**config.mk**
```make
export PLATFORM = sky130hd
export DESIGN_NAME = init_seq
export DESIGN_NICKNAME = d
export VERILOG_FILES = /design/src/rtl/init_seq.sv
export SDC_FILE = /design/constraint.sdc
export NUM_CORES = 1
export LEC_CHECK = 0
export CORE_ASPECT_RATIO = 1.1
export CORE_MARGIN = 1
export CORE_UTILIZATION = 45
export DETAILED_ROUTE_END_ITERATION = 16
export MAX_ROUTING_LAYER = met4
export SLEW_MARGIN = 25
export SYNTH_ARGS = -nofsm -noshare
export SYNTH_HDL_FRONTEND = slang
export SYNTH_SLANG_ARGS = --single-unit
```
**constraint.sdc**
```tcl
create_clock -name clk -period 2.9 [get_ports clk]
set_clock_uncertainty 0.1 [all_clocks]
set_input_delay 0.58 -clock clk [delete_from_list [all_inputs] [get_ports clk]]
set_output_delay 0.58 -clock clk [all_outputs]
set_load 0.01 [all_outputs]
```
**src/rtl/init_seq.sv**
```systemverilog
`default_nettype none
// ============================================================================
//  Module      : init_seq
//  Description : Power-up initialisation sequencer. Filters PLL lock, releases
//                four stage resets in order with a fixed spacing, waits for
//                downstream calibration with a timeout, and tracks lock-loss
//                events. All outputs are registered.
//  Revision    : 1.0 - initial release
// ============================================================================
module init_seq #(
    parameter int unsigned LOCK_FILT = 64,
    parameter int unsigned STAGE_DLY = 1000,
    parameter int unsigned CAL_TMO   = 1000000
) (
    input  logic       clk,
    input  logic       rst,
    input  logic       pll_lock,
    input  logic       cal_done,
    output logic [3:0] rst_out,
    output logic       ready,
    output logic       fault,
    output logic [2:0] st,
    output logic [7:0] lost_cnt
);

    typedef enum logic [2:0] {
        IDLE      = 3'd0,
        WAIT_LOCK = 3'd1,
        RELEASE   = 3'd2,
        WAIT_CAL  = 3'd3,
        RUN       = 3'd4,
        FAULT     = 3'd5
    } state_t;

    // Terminal values: each counter clears on the edge it would reach its limit.
    localparam logic [31:0] c_LOCK_LAST  = 32'(LOCK_FILT - 1);
    localparam logic [31:0] c_STAGE_LAST = 32'(STAGE_DLY - 1);
    localparam logic [31:0] c_CAL_LAST   = 32'(CAL_TMO - 1);
    localparam logic [3:0]  c_ALL_RESET  = 4'b1111;
    localparam logic [7:0]  c_LOST_MAX   = 8'hFF;

    state_t      r_state,     w_state_nxt;
    logic [31:0] r_filt_cnt,  w_filt_cnt_nxt;
    logic [31:0] r_dly_cnt,   w_dly_cnt_nxt;
    logic [31:0] r_tmo_cnt,   w_tmo_cnt_nxt;
    logic [1:0]  r_idx,       w_idx_nxt;
    logic [3:0]  r_rst_out,   w_rst_out_nxt;
    logic        r_ready,     w_ready_nxt;
    logic        r_fault,     w_fault_nxt;
    logic [7:0]  r_lost_cnt,  w_lost_cnt_nxt;
    logic        w_lock_lost;

    // State, counters and all outputs are registered together.
    always_ff @(posedge clk) begin
        if (rst) begin
            r_state    <= IDLE;
            r_filt_cnt <= '0;
            r_dly_cnt  <= '0;
            r_tmo_cnt  <= '0;
            r_idx      <= '0;
            r_rst_out  <= c_ALL_RESET;
            r_ready    <= 1'b0;
            r_fault    <= 1'b0;
            r_lost_cnt <= '0;
        end else begin
            r_state    <= w_state_nxt;
            r_filt_cnt <= w_filt_cnt_nxt;
            r_dly_cnt  <= w_dly_cnt_nxt;
            r_tmo_cnt  <= w_tmo_cnt_nxt;
            r_idx      <= w_idx_nxt;
            r_rst_out  <= w_rst_out_nxt;
            r_ready    <= w_ready_nxt;
            r_fault    <= w_fault_nxt;
            r_lost_cnt <= w_lost_cnt_nxt;
        end
    end

    // Next-state and next-output logic; lock loss overrides the state's own decision.
    always_comb begin
        w_state_nxt    = r_state;
        w_filt_cnt_nxt = r_filt_cnt;
        w_dly_cnt_nxt  = r_dly_cnt;
        w_tmo_cnt_nxt  = r_tmo_cnt;
        w_idx_nxt      = r_idx;
        w_rst_out_nxt  = r_rst_out;
        w_ready_nxt    = r_ready;
        w_fault_nxt    = r_fault;
        w_lost_cnt_nxt = r_lost_cnt;
        w_lock_lost    = 1'b0;

        case (r_state)
            IDLE: begin
                w_state_nxt    = WAIT_LOCK;
                w_rst_out_nxt  = c_ALL_RESET;
                w_ready_nxt    = 1'b0;
                w_fault_nxt    = 1'b0;
                w_filt_cnt_nxt = '0;
                w_dly_cnt_nxt  = '0;
                w_tmo_cnt_nxt  = '0;
                w_idx_nxt      = '0;
            end

            WAIT_LOCK: begin
                if (pll_lock) begin
                    if (r_filt_cnt == c_LOCK_LAST) begin
                        w_state_nxt    = RELEASE;
                        w_filt_cnt_nxt = '0;
                        w_dly_cnt_nxt  = '0;
                        w_idx_nxt      = '0;
                    end else begin
                        w_filt_cnt_nxt = r_filt_cnt + 32'd1;
                    end
                end else begin
                    // Any low sample restarts the consecutive-lock window.
                    w_filt_cnt_nxt = '0;
                end
            end

            RELEASE: begin
                if (!pll_lock) begin
                    w_lock_lost = 1'b1;
                end else if (r_dly_cnt == c_STAGE_LAST) begin
                    w_rst_out_nxt[r_idx] = 1'b0;
                    w_dly_cnt_nxt        = '0;
                    w_idx_nxt            = r_idx + 2'd1;
                    if (r_idx == 2'd3) begin
                        w_state_nxt   = WAIT_CAL;
                        w_tmo_cnt_nxt = '0;
                    end
                end else begin
                    w_dly_cnt_nxt = r_dly_cnt + 32'd1;
                end
            end

            WAIT_CAL: begin
                if (!pll_lock) begin
                    w_lock_lost = 1'b1;
                end else if (cal_done) begin
                    // Completion wins over a timeout landing on the same edge.
                    w_state_nxt   = RUN;
                    w_ready_nxt   = 1'b1;
                    w_tmo_cnt_nxt = '0;
                end else if (r_tmo_cnt == c_CAL_LAST) begin
                    w_state_nxt   = FAULT;
                    w_fault_nxt   = 1'b1;
                    w_ready_nxt   = 1'b0;
                    w_rst_out_nxt = c_ALL_RESET;
                    w_tmo_cnt_nxt = '0;
                end else begin
                    w_tmo_cnt_nxt = r_tmo_cnt + 32'd1;
                end
            end

            RUN: begin
                // cal_done is deliberately ignored once running.
                if (!pll_lock) begin
                    w_lock_lost = 1'b1;
                end
            end

            FAULT: begin
                // Sticky: only rst leaves this state.
                w_state_nxt = FAULT;
            end

            default: begin
                w_state_nxt    = IDLE;
                w_rst_out_nxt  = c_ALL_RESET;
                w_ready_nxt    = 1'b0;
                w_fault_nxt    = 1'b0;
                w_filt_cnt_nxt = '0;
                w_dly_cnt_nxt  = '0;
                w_tmo_cnt_nxt  = '0;
                w_idx_nxt      = '0;
            end
        endcase

        if (w_lock_lost) begin
            w_state_nxt    = WAIT_LOCK;
            w_rst_out_nxt  = c_ALL_RESET;
            w_ready_nxt    = 1'b0;
            w_filt_cnt_nxt = '0;
            w_dly_cnt_nxt  = '0;
            w_tmo_cnt_nxt  = '0;
            w_idx_nxt      = '0;
            w_lost_cnt_nxt = (r_lost_cnt == c_LOST_MAX) ? r_lost_cnt
                                                        : r_lost_cnt + 8'd1;
        end
    end

    assign rst_out  = r_rst_out;
    assign ready    = r_ready;
    assign fault    = r_fault;
    assign st       = r_state;
    assign lost_cnt = r_lost_cnt;

endmodule
`default_nettype wire

```
## After elaboration in Yosys (flattened, before gate mapping)

Index checks and enable logic that the tools add are counted.

| storage, ports and cells | value |
|---|---|
| input bits | 4 |
| bits in registers | 115 |
| word-level logic and storage cells | 116 |

| cells by class | value |
|---|---|
| order comparisons | 2 |
| bitwise logic cells | 7 |
| multiplexer cells | 48 |
| eq/ne operators | 27 |
| reduce and logical (&&, ||, !) cells | 17 |
| add/sub/neg operators | 5 |

Operators with widths:

| kind | number |
|---|---|
| 2-to-1 mux 32 bit | 12 |
| one-hot mux 32 bit (3 select lines) | 2 |
| adder 32 x 1 -> 32 bit (second input constant) | 3 |
| one-hot mux 32 bit (2 select lines) | 1 |
| equality test 32 x 10 -> 1 bit (second input constant) | 1 |
| equality test 32 x 20 -> 1 bit (second input constant) | 1 |
| equality test 32 x 6 -> 1 bit (second input constant) | 1 |
| 2-to-1 mux 3 bit | 8 |
| != test 3 bit (second input constant) | 7 |
| 2-to-1 mux 4 bit | 5 |
| != test 2 bit (second input constant) | 9 |
| one-hot mux 3 bit (6 select lines) | 1 |
| AND reduction 8 bit | 2 |
| one-hot mux 4 bit (3 select lines) | 1 |
| 2-to-1 mux 1 bit | 10 |
| AND reduction 5 bit | 2 |
| OR reduction 3 bit | 3 |
| adder 8 x 1 -> 8 bit (second input constant) | 1 |
| equality test 8 bit (second input constant) | 1 |
| 2-to-1 mux 2 bit | 4 |
| AND reduction 4 bit | 2 |
| OR reduction 4 bit | 2 |
| equality test 3 x 2 -> 1 bit (second input constant) | 2 |
| equality test 3 bit (second input constant) | 2 |
| other kinds (18) | 23 |

## Longest topological paths before layout

Gate-level depths: netlist of run 1.

| logic depth | value |
|---|---|
| word-level depth | 9 |
| gate-level depth with buffers | 9 |
| depth with buffers taken out | 7 |

## Least setup slack after synthesis of run 1

No wires, ideal clock.

| path | value |
|---|---|
| path type | reg-to-reg |
| start | register r_tmo_cnt[12] |
| end | register r_tmo_cnt[23] |
| slack | 0.511 ns |
| arrival | 2.163 ns |
| setup time | 0.125 ns |
| path buffers | 2 |
| stages on the path, launching flop included | 9 |
| cell sequence | dfxtp_1 > or4b_2 > or4_4 > o21ai_1 > buf_4 > nand3_2 > nand2_4 > buf_4 > a21oi_1 |

| between the ends | value |
|---|---|
| cells in the longest elaborated chain, start to end | 5 |
| elaborated cells between the ends (all ways) | 6 |
| classes of those cells | 1 x add/sub; 1 x eq/ne; 4 x mux |

RTL lines:

| item | RTL line | RTL |
|---|---|---|
| from (decl) | 45 | `logic [31:0] r_tmo_cnt, w_tmo_cnt_nxt;` |
| from (signal assigned) | 69 | `r_tmo_cnt <= w_tmo_cnt_nxt;` |
| adder 32 x 1 -> 32 bit / equality test 32 x 20 -> 1 bit (equally long branches) | 150, 143 |  |
| 2-to-1 mux 32 bit * | 143 | `end else if (r_tmo_cnt == c_CAL_LAST) begin` |
| 2-to-1 mux 32 bit * | 138 | `end else if (cal_done) begin` |
| 2-to-1 mux 32 bit * | 136 | `if (!pll_lock) begin` |
| one-hot mux 32 bit (3 select lines) * | 91 | `case (r_state)` |

Mark *: on every way between the ends. The rest lies on a longest branch, timed or not. The select of a mux whose other input is x is not followed.
A chain may end at the register's enable or synchronous reset.

## Worst setup path after layout of run 1

| path | value |
|---|---|
| start | register r_tmo_cnt[12] |
| end | register r_tmo_cnt[8] |

| between the ends | value |
|---|---|
| cells in the longest elaborated chain, start to end | 5 |

RTL lines:

| item | RTL line |
|---|---|
| equality test 32 x 20 -> 1 bit | 143 |
| 2-to-1 mux 32 bit | 143 |
| 2-to-1 mux 32 bit | 138 |
| 2-to-1 mux 32 bit | 136 |
| one-hot mux 32 bit (3 select lines) | 91 |

No other way between the ends. The select of a mux whose other input is x is not followed.

==> impl_metrics.json, run 1 <==
{
  "critical_path_arrival_ps": 2920,
  "hold_path_startpoint": "r_filt_cnt[1]$_SDFFE_PP0N_",
  "syn_to_final_growth_pct": 17.8,
  "first_pass_iters": 5,
  "synth-edff-count": 0,
  "drtIter0Drc": 303,
  "die_h_um": 120,
  "ctsRootBufferMaster": "clkbuf_16",
  "row_count": 42,
  "wl_um": 13200,
  "hold_viol_final": 0,
  "ant_nets": 0,
  "core_um2": 12200,
  "worstHoldPathType": "register to register",
  "cts.sinks": 115,
  "vdd_ir_drop_max_uv": 355,
  "holdPathEnd": "r_filt_cnt[1]$_SDFFE_PP0N_",
  "max-slew-margin-rel_pct": 63.6,
  "fp.dieArea_um2": 13200,
  "syn_nets": 702,
  "r2r_end": "r_tmo_cnt[8]$_SDFFE_PP0P_",
  "r2r_start": "r_tmo_cnt[12]$_SDFFE_PP0P_",
  "synthCells": 690,
  "numPlacedInstances": 854,
  "slew_violations": 0,
  "ys.flop_type": "dfxtp_1",
  "overflow": 0,
  "syn_avg_cell_area_um2": 8.32,
  "rsz0062_at_grt": "false",
  "viasPerCell": 5.76,
  "fmax_mhz": 368,
  "cts.clk_slew.worst_paths_ps": 50,
  "grt_usage_pct": 22.2,
  "fin_nets": 731,
  "synthArstFlopShare_pct": 0,
  "multi_input_area_um2": 3270,
  "finalWeightedCongestion": 0.864,
  "mostFrequentLayoutCell": "dfxtp_1",
  "finalSetupTns_ps": 0,
  "fillers": 1166,
  "dr_total_vias": 5102,
  "power_density_nw_per_um2": 536,
  "clk_latency_ps": 420,
  "ios": 21,
  "ys_types": 58,
  "grt_pass1_vias": 4751,
  "drcViolationCount": 0,
  "ys_warn_count": 0,
  "post_drt_wl_per_cell_um": 14.9,
  "die_x_um": 110,
  "register_area_um2": 2300,
  "min_delay_path_depth": 2,
  "path_max_fanout": 27,
  "period_minus_slack_ps": 2720,
  "initial_core_util_pct": 46.9,
  "cap_violations": 0,
  "portBuffers": 20,
  "htree_levels": 4,
  "leakagePower_nw": 2.25,
  "reg2reg_setup_slack_ps": 180,
  "mostFrequentLayoutCells": "dfxtp_1, nor2_1, xor2_1, nand2_1, a21oi_1",
  "reg2reg_depth": 6,
  "postCtsSetupBuffers": 0,
  "fin_crit_sh_pct": 93.8,
  "outcome": "finished, final reports clean",
  "diodes": 0,
  "ys_seq_elements": 115,
  "hold_buffers": 0,
  "dp_hpwl_um": 9080,
  "ys_seq_area_share_pct": 40.1,
  "worst_pin_slew_ps": 545,
  "critical_path_class": "register to register",
  "antenna_found_initial": 0,
  "cts_tree": "built",
  "grt_max_degree": 33,
  "numCtsBuffers": 17,
  "drive_above_1_share_pct": 9.85,
  "setup_viol": 0,
  "grt_pass1_wl_um": 22300,
  "instances_no_fill": 885,
  "clockBufferDepth": 2,
  "crit_path_end_kind": "register",
  "syn_area_um2": 5740,
  "critPathLaunchType": "register",
  "required_ps": 3100
}
==> cells by family (layout without fill, tap and decap cells) <==
family,after synthesis,count (layout),share of synthesized area [%]
fa+ha+maj,8,8,1.74
buf+inv,43,84,3.18
compound gates,114,114,12.0
flops,115,115,40.1
xor+xnor,71,71,10.8
mux,2,2,0.349
simple gates,337,337,31.8
==> final cells by class <==
class                      instances  share of cell area [%]
tap                              154                    2.85
clock inverter                     4                   0.296
sequential                       115                    34.0
multi-input combinational        532                    48.4
timing repair buffer              41                    5.85
inverter                          12                   0.666
clock buffer                      27                    7.88
==> how the worst max path moves through the flow <==
stage / depth (start not counted) / from / to / slack [ps]
after floorplan: 8 / r_tmo_cnt[12]$_SDFFE_PP0P_ / r_tmo_cnt[23]$_SDFFE_PP0P_ / 510
after global placement: 7 / pll_lock / r_dly_cnt[19]$_SDFFE_PP0P_ / 220
after detailed placement: 7 / pll_lock / r_dly_cnt[25]$_SDFFE_PP0P_ / 110
after CTS: 8 / r_dly_cnt[0]$_SDFFE_PP0P_ / r_tmo_cnt[23]$_SDFFE_PP0P_ / 150
after global routing: 8 / r_dly_cnt[0]$_SDFFE_PP0P_ / r_tmo_cnt[19]$_SDFFE_PP0P_ / 1
final: 6 / r_tmo_cnt[12]$_SDFFE_PP0P_ / r_tmo_cnt[8]$_SDFFE_PP0P_ / 180
==> report_power, final <==
part / internal, mW / total [mW] / switching, mW
combinational: 0.0364 / 0.101 / 0.0650
clock: 1.24 / 1.93 / 0.691
sequential: 1.59 / 1.59 / 0.00749
total: 2.86 / 3.63 / 0.764
==> Yosys cell counts (all sizes together) (4+ instances only) <==
library cell	number	share of area (%)
xor2	61	9.3
nor4	23	3.1
and2	5	0.54
nand2	45	3.1
nor2	99	6.5
and3	15	1.6
and4	7	1.1
o2111ai	9	1.6
dfxtp	115	40
a2bb2oi	4	0.61
inv	12	0.78
o21ai	39	3.4
xnor2	10	1.5
ha	8	1.7
nand3	38	3.4
or3	23	2.5
nand4	35	3.9
clkbuf	19	1.2
or2	5	0.54
nor3	11	1.0
o211ai	5	0.65
buf	12	1.2
a21oi	41	3.6
or4	10	1.4
o31ai	6	0.87
==> timing repair <==
item | CTS | global route
endpoints found under the hold margin | 0 | 0
endpoints found under the setup margin | 0 | 4
gates resized for setup | 0 | 1
==> registers in the layout (all words and copies together), names as in the netlist <==
signal,flops
lost_cnt,8
r_tmo_cnt,32
ready,1
r_filt_cnt,32
r_dly_cnt,32
st,3
r_idx,2
rst_out,4
fault,1
==> stage by stage <==
step	utilization, %	setup WS, ps	total power [mW]	hold WS (ps)	area (um2)
after global routing	55.2	1.33	3.74	399	6760
after global placement	50.7	220	1.73	367	6200
after CTS	55.2	145	3.66	378	6760
after detailed placement	50.7	109	1.73	371	6200
after floorplan	-	511	1.69	353	5740
final	55.2	181	3.63	378	6760
==> per-layer routing <==
metal	share of wire, %	GRT usage [%]	vias up
met3	3.5	4.74	16
li1	-	-	2551
met2	47	34.7	85
met5	0	-	-
met1	48	27.6	2450
met4	1.6	9.58	0
==> worst max-delay path, stage by stage (launching register included) <==
cell and delay [ps]:
dfxtp_1 330, or4b_2 680, or4_4 520, o21ai_1 430, nand3_2 150, nand2_4 290
nor2_1 90
Power figures use the tool's default switching activity.
==> run 2, diff against run 1 <==
--- a/config.mk
+++ b/config.mk
@@ -9,8 +9,11 @@
 export CORE_MARGIN = 1
 export CORE_UTILIZATION = 45
 export DETAILED_ROUTE_END_ITERATION = 16
+export DONT_BUFFER_PORTS = 1
 export MAX_ROUTING_LAYER = met4
+export PLACE_DENSITY = 0.57
 export SLEW_MARGIN = 25
 export SYNTH_ARGS = -nofsm -noshare
 export SYNTH_HDL_FRONTEND = slang
 export SYNTH_SLANG_ARGS = --single-unit
+export TNS_END_PERCENT = 50
==> run 2 against run 1 <==
Net effect:
- total power increased by 11%
- cell count is 2.5% lower
- design area decreased by 1.5%
- fmax grew 1.9%
- register-to-register slack improved by 50 ps
- die area did not move
- sequential cell count unchanged
- worst setup slack improved by 50 ps
- clock power increased by 21%
- non-clock buffer count shrank 22
- critical path depth up 2
- critical path type unchanged
==> impl_metrics.json, run 2 (same netlist as run 1, synthesis figures left out) <==
{
  "worst_pin_slew_ps": 1010,
  "clockBufferDepth": 2,
  "path_max_fanout": 21,
  "ant_nets": 0,
  "cts.sinks": 115,
  "mostFrequentLayoutCells": "dfxtp_1, nor2_1, xor2_1, nand2_1, a21oi_1",
  "grt_max_degree": 33,
  "cts_tree": "built",
  "fin_nets": 709,
  "critical_path_class": "register to register",
  "rsz0062_at_grt": "false",
  "grt_pass1_wl_um": 22600,
  "hold_path_startpoint": "rst",
  "top_regs": "r_dly_cnt x32, r_filt_cnt x32, r_tmo_cnt x32",
  "critPathLaunchType": "register",
  "numCtsBuffers": 17,
  "worstSetupStartpoint": "r_dly_cnt[0]$_SDFFE_PP0P_",
  "dpl-instance-area_um2": 5990,
  "grt_usage_pct": 22.5,
  "final_area_um2": 6660,
  "power_density_nw_per_um2": 603,
  "max-slew-margin-rel_pct": 32.1,
  "post_drt_wl_per_cell_um": 15.3,
  "drive_above_1_share_pct": 10.3,
  "postCtsSetupBuffers": 0,
  "wl_um": 13200,
  "fp.dieArea_um2": 13200,
  "finalWeightedCongestion": 0.821,
  "register_area_um2": 2300,
  "htree_levels": 4,
  "syn_to_final_growth_pct": 16.1,
  "fillers": 1135,
  "dp_hpwl_um": 9080,
  "setup_viol": 0,
  "slew_violations": 0,
  "initial_core_util_pct": 46.9,
  "multi_input_area_um2": 3280,
  "clk_latency_ps": 420,
  "hold_viol_final": 0,
  "antenna_found_initial": 0,
  "vdd_ir_drop_max_uv": 442,
  "outcome": "finished, final reports clean",
  "ctsRootBufferMaster": "clkbuf_16",
  "r2r_start": "r_dly_cnt[0]$_SDFFE_PP0P_",
  "core_um2": 12200,
  "place_ws_ps": 233,
  "p_int_mw": 3.24,
  "required_ps": 3140,
  "row_count": 42,
  "cts.clk_slew.worst_paths_ps": 50,
  "die_x_um": 110,
  "p_comb_share_pct": 2.1,
  "leakagePower_nw": 2.21,
  "grt_pass1_vias": 4734,
  "fmax_mhz": 375,
  "mostFrequentLayoutCell": "dfxtp_1",
  "ios": 21,
  "die_h_um": 120,
  "drtIter0Drc": 267,
  "layout_setup_ws_ps": 231,
  "pwr-share-clk_pct": 58.3,
  "worstHoldPathType": "primary input to register",
  "critical_path_arrival_ps": 2910,
  "overflow": 0,
  "viasPerCell": 5.75,
  "cap_violations": 0,
  "portBuffers": 0,
  "dr_total_vias": 4961,
  "sequentialPowerShare_pct": 39.6,
  "period_minus_slack_ps": 2670,
  "first_pass_iters": 5,
  "drcViolationCount": 0,
  "p_sw_share_pct": 19.4,
  "finalSetupTns_ps": 0,
  "crit_path_end_kind": "register",
  "fin_crit_sh_pct": 92.0,
  "p_sw_mw": 0.779,
  "diodes": 0
}
-- run 2: power groups by stage --
stage / sequential (mW) / clock, mW / combinational, mW
4_1_cts: 1.59 / 2.40 / 0.0846
3_5_place_dp: 1.63 / 0 / 0.0843
6_report: 1.59 / 2.34 / 0.0843
3_3_place_gp: 1.63 / 0 / 0.0820
5_1_grt: 1.59 / 2.47 / 0.0932
2_1_floorplan: 1.62 / 0 / 0.0631
-- run 2: final cells by class --
class / count / share of cell area, %
Clock inverter: 9 / 2.61
Inverter: 12 / 0.676
Sequential cell: 115 / 34.5
Multi-Input combinational cell: 532 / 49.2
Clock buffer: 22 / 7.42
Timing Repair Buffer: 19 / 2.70
Tap cell: 154 / 2.89
-- run 2: stage by stage --
stage	std cells	util (%)	hold slack, ps	power (mW)
after global placement	832	48.9	365	1.71
after CTS	863	54.4	117	4.07
after global routing	863	54.4	120	4.16
final	863	54.4	132	4.02
after floorplan	690	-	353	1.69
after detailed placement	832	48.9	387	1.71
-- run 2: layer usage --
metal,up-vias,share of wire (%),GRT usage (%)
li1,2504,-,-
met1,2348,49,29.3
met2,95,45,32.5
met3,14,5.1,6.79
met4,0,1.5,8.67
met5,-,0,-
-- run 2: final timing paths --
check,endpoint,cells past startpoint,slack (ps)
max,r_tmo_cnt[23]$_SDFFE_PP0P_,8,230
min,st[2]$_SDFFE_PP0P_,1,130
max reg2reg,r_tmo_cnt[23]$_SDFFE_PP0P_,8,230
min reg2reg,r_filt_cnt[1]$_SDFFE_PP0N_,2,390
-- run 2: what timing repair did --
action	4_1_cts	5_1_grt
resized for setup	0	1
hold endpoints to repair	0	0
setup endpoints to repair	0	3
hold buffers	0	0
-- run 2: critical path, stage by stage (launching register included) --
cell	delay, ps
dfxtp_1	380
ha_1	190
nor4b_1	240
nand3_1	220
o31ai_2	410
buf_12	210
nand3_1	230
or4_1	460
a21oi_1	140
==> run 3, diff against run 2 <==
--- a/config.mk
+++ b/config.mk
@@ -7,11 +7,11 @@
 export LEC_CHECK = 0
 export CORE_ASPECT_RATIO = 1.1
 export CORE_MARGIN = 1
-export CORE_UTILIZATION = 45
+export CORE_UTILIZATION = 55
 export DETAILED_ROUTE_END_ITERATION = 16
 export DONT_BUFFER_PORTS = 1
 export MAX_ROUTING_LAYER = met4
-export PLACE_DENSITY = 0.57
+export PLACE_DENSITY = 0.67
 export SLEW_MARGIN = 25
 export SYNTH_ARGS = -nofsm -noshare
 export SYNTH_HDL_FRONTEND = slang
==> run 3 against run 2 <==
Net effect:
- core utilization increased by 11 points
- critical path depth unchanged
- sequential cell count unchanged
- global-route usage increased by 4.0 points
- via count increased by 1.0%
- total power decreased by 9.2%
- clock power decreased by 16%
==> impl_metrics.json, run 3 (same netlist as run 1, synthesis figures left out) <==
{
  "outcome": "finished, final reports clean",
  "cp_cell_sequence": "ha_1, nor4b_1, nand3_1, o31ai_4, buf_12, nand3_1, or4_1, a21oi_1",
  "row_count": 38,
  "final_area_um2": 6520,
  "post_drt_wl_per_cell_um": 15.7,
  "sequentialPowerShare_pct": 43.7,
  "grt_pass1_vias": 4671,
  "r2r_end": "r_tmo_cnt[25]$_SDFFE_PP0P_",
  "cts.clk_slew.worst_paths_ps": 50,
  "fmax_mhz": 372,
  "syn_to_final_growth_pct": 13.5,
  "path_max_fanout": 21,
  "cap_violations": 0,
  "p_sw_share_pct": 20.4,
  "p_int_mw": 2.91,
  "drive_above_1_share_pct": 9.04,
  "hold_ws_ps": 30.3,
  "ant_nets": 0,
  "finalSetupTns_ps": 0,
  "die_x_um": 99.4,
  "place_ws_ps": 199,
  "vdd_ir_drop_max_uv": 364,
  "reg2reg_depth": 8,
  "dr_total_vias": 5013,
  "totalPowerFinal_mw": 3.65,
  "crit_end": "r_tmo_cnt[25]$_SDFFE_PP0P_",
  "core_um2": 9980,
  "crit_path_end_kind": "register",
  "die_h_um": 109,
  "ctsRootBufferMaster": "clkbuf_8",
  "leakagePower_nw": 2.16,
  "cts_tree": "built",
  "numCtsBuffers": 17,
  "slowest_stage": "or4_1",
  "instances_no_fill": 828,
  "numPlacedInstances": 794,
  "mostFrequentLayoutCell": "dfxtp_1",
  "period_minus_slack_ps": 2690,
  "final_core_util_pct": 65.3,
  "clockBufferDepth": 2,
  "drcViolationCount": 0,
  "grt_usage_pct": 26.5,
  "drtIter0Drc": 185,
  "layout_setup_ws_ps": 212,
  "hold_viol_final": 0,
  "worstHoldPathType": "primary input to register",
  "critical_path_class": "register to register",
  "grt_pass1_wl_um": 21900,
  "fp.dieArea_um2": 10900,
  "required_ps": 3250,
  "wl_um": 13000,
  "power_density_nw_per_um2": 560,
  "hold_path_startpoint": "rst",
  "reg2reg_setup_slack_ps": 210,
  "htree_levels": 4,
  "p_sw_mw": 0.744,
  "slew_violations": 0,
  "portBuffers": 0,
  "critical_path_arrival_ps": 3040,
  "clk_latency_ps": 520,
  "cts.sinks": 115,
  "max-slew-margin-rel_pct": 53.6,
  "antenna_found_initial": 0,
  "first_pass_iters": 5,
  "top_regs": "r_dly_cnt x32, r_filt_cnt x32, r_tmo_cnt x32",
  "critPathLaunchType": "register",
  "p_comb_share_pct": 2.2,
  "r2r_start": "r_dly_cnt[1]$_SDFFE_PP0P_",
  "viasPerCell": 6.05,
  "fin_crit_sh_pct": 92.7,
  "initial_core_util_pct": 57.5,
  "dpl-instance-area_um2": 5920,
  "setup_viol": 0,
  "grt_max_degree": 33,
  "crit_path_frequent_cell": "nand3_1",
  "worst_pin_slew_ps": 691,
  "critPathMaxStageDelay_ps": 470,
  "pwr-share-clk_pct": 54.0,
  "fin_nets": 707,
  "diodes": 0,
  "ios": 21,
  "overflow": 0,
  "dp_hpwl_um": 8800,
  "finalWeightedCongestion": 0.848,
  "worstSetupStartpoint": "r_dly_cnt[1]$_SDFFE_PP0P_",
  "mostFrequentLayoutCells": "dfxtp_1, nor2_1, xor2_1, nand2_1, a21oi_1",
  "rsz0062_at_grt": "false"
}
==> run 3: changes by cell type in the layout (fill, tap and decap cells not counted) <==
cell           previous run  this run
buf_4                    16        12
bufinv_16                 5         1
clkbuf_1                  0         5
clkbuf_16                17        16
clkbuf_8                  5         8
clkinv_2                  3         2
clkinv_4                  1         0
dlygate4sd3_1             0         2
nor4_1                   18        19
nor4_2                    4         3
o31ai_2                   2         1
o31ai_4                   0         1
==> run 3: worst min path at each step <==
stage	endpoint	slack [ps]	cells after the start
finish	fault$_SDFFE_PP0P_	30	1
global route	fault$_SDFFE_PP0P_	5	1
CTS	lost_cnt[3]$_SDFFE_PP0P_	0.2	1
detailed placement	r_filt_cnt[1]$_SDFFE_PP0N_	370	2
global placement	r_filt_cnt[1]$_SDFFE_PP0N_	370	2
floorplan	r_tmo_cnt[1]$_SDFFE_PP0P_	350	2
==> run 3: power by group through the flow <==
stage	clock network (mW)	registers, mW	logic (mW)
2_1_floorplan	0	1.62	0.0631
6_report	1.97	1.60	0.0815
3_5_place_dp	0	1.63	0.0766
4_1_cts	2.01	1.60	0.0814
3_3_place_gp	0	1.63	0.0755
5_1_grt	2.09	1.60	0.0895
==> run 3: final cells by class <==
type	instances	area (um2)
fillers	858	3470
well taps	120	150
multi-input cells	532	3280
flip-flops and latches	115	2300
clock buffers	29	529
inverters	12	45.0
repair buffers	17	170
clock inverters	3	40.0
==> run 3: layer usage <==
layer / up-vias / share of wire, % / GRT usage [%]
li1: 2506 / - / -
met4: 0 / 1.6 / 10.3
met2: 123 / 46 / 41.9
met1: 2364 / 47 / 31.9
met3: 20 / 5.7 / 7.76
met5: - / 0 / -
==> run 3: critical path: cells and delay by family (launching register included) <==
family	cells	cell delay (ps)
adders and majority gates	1	230
AOI/OAI and AO/OA	2	500
and+or+nand+nor	4	1190
buffers and inverters	1	200
DFF	1	380
==> run 3: timing repair <==
action / 4_1_cts / 5_1_grt
endpoints found under the setup margin: 0 / 2
setup buffers: 0 / 0
gates resized for setup: 0 / 1
hold endpoints to repair: 3 / 0
hold buffers: 2 / 0
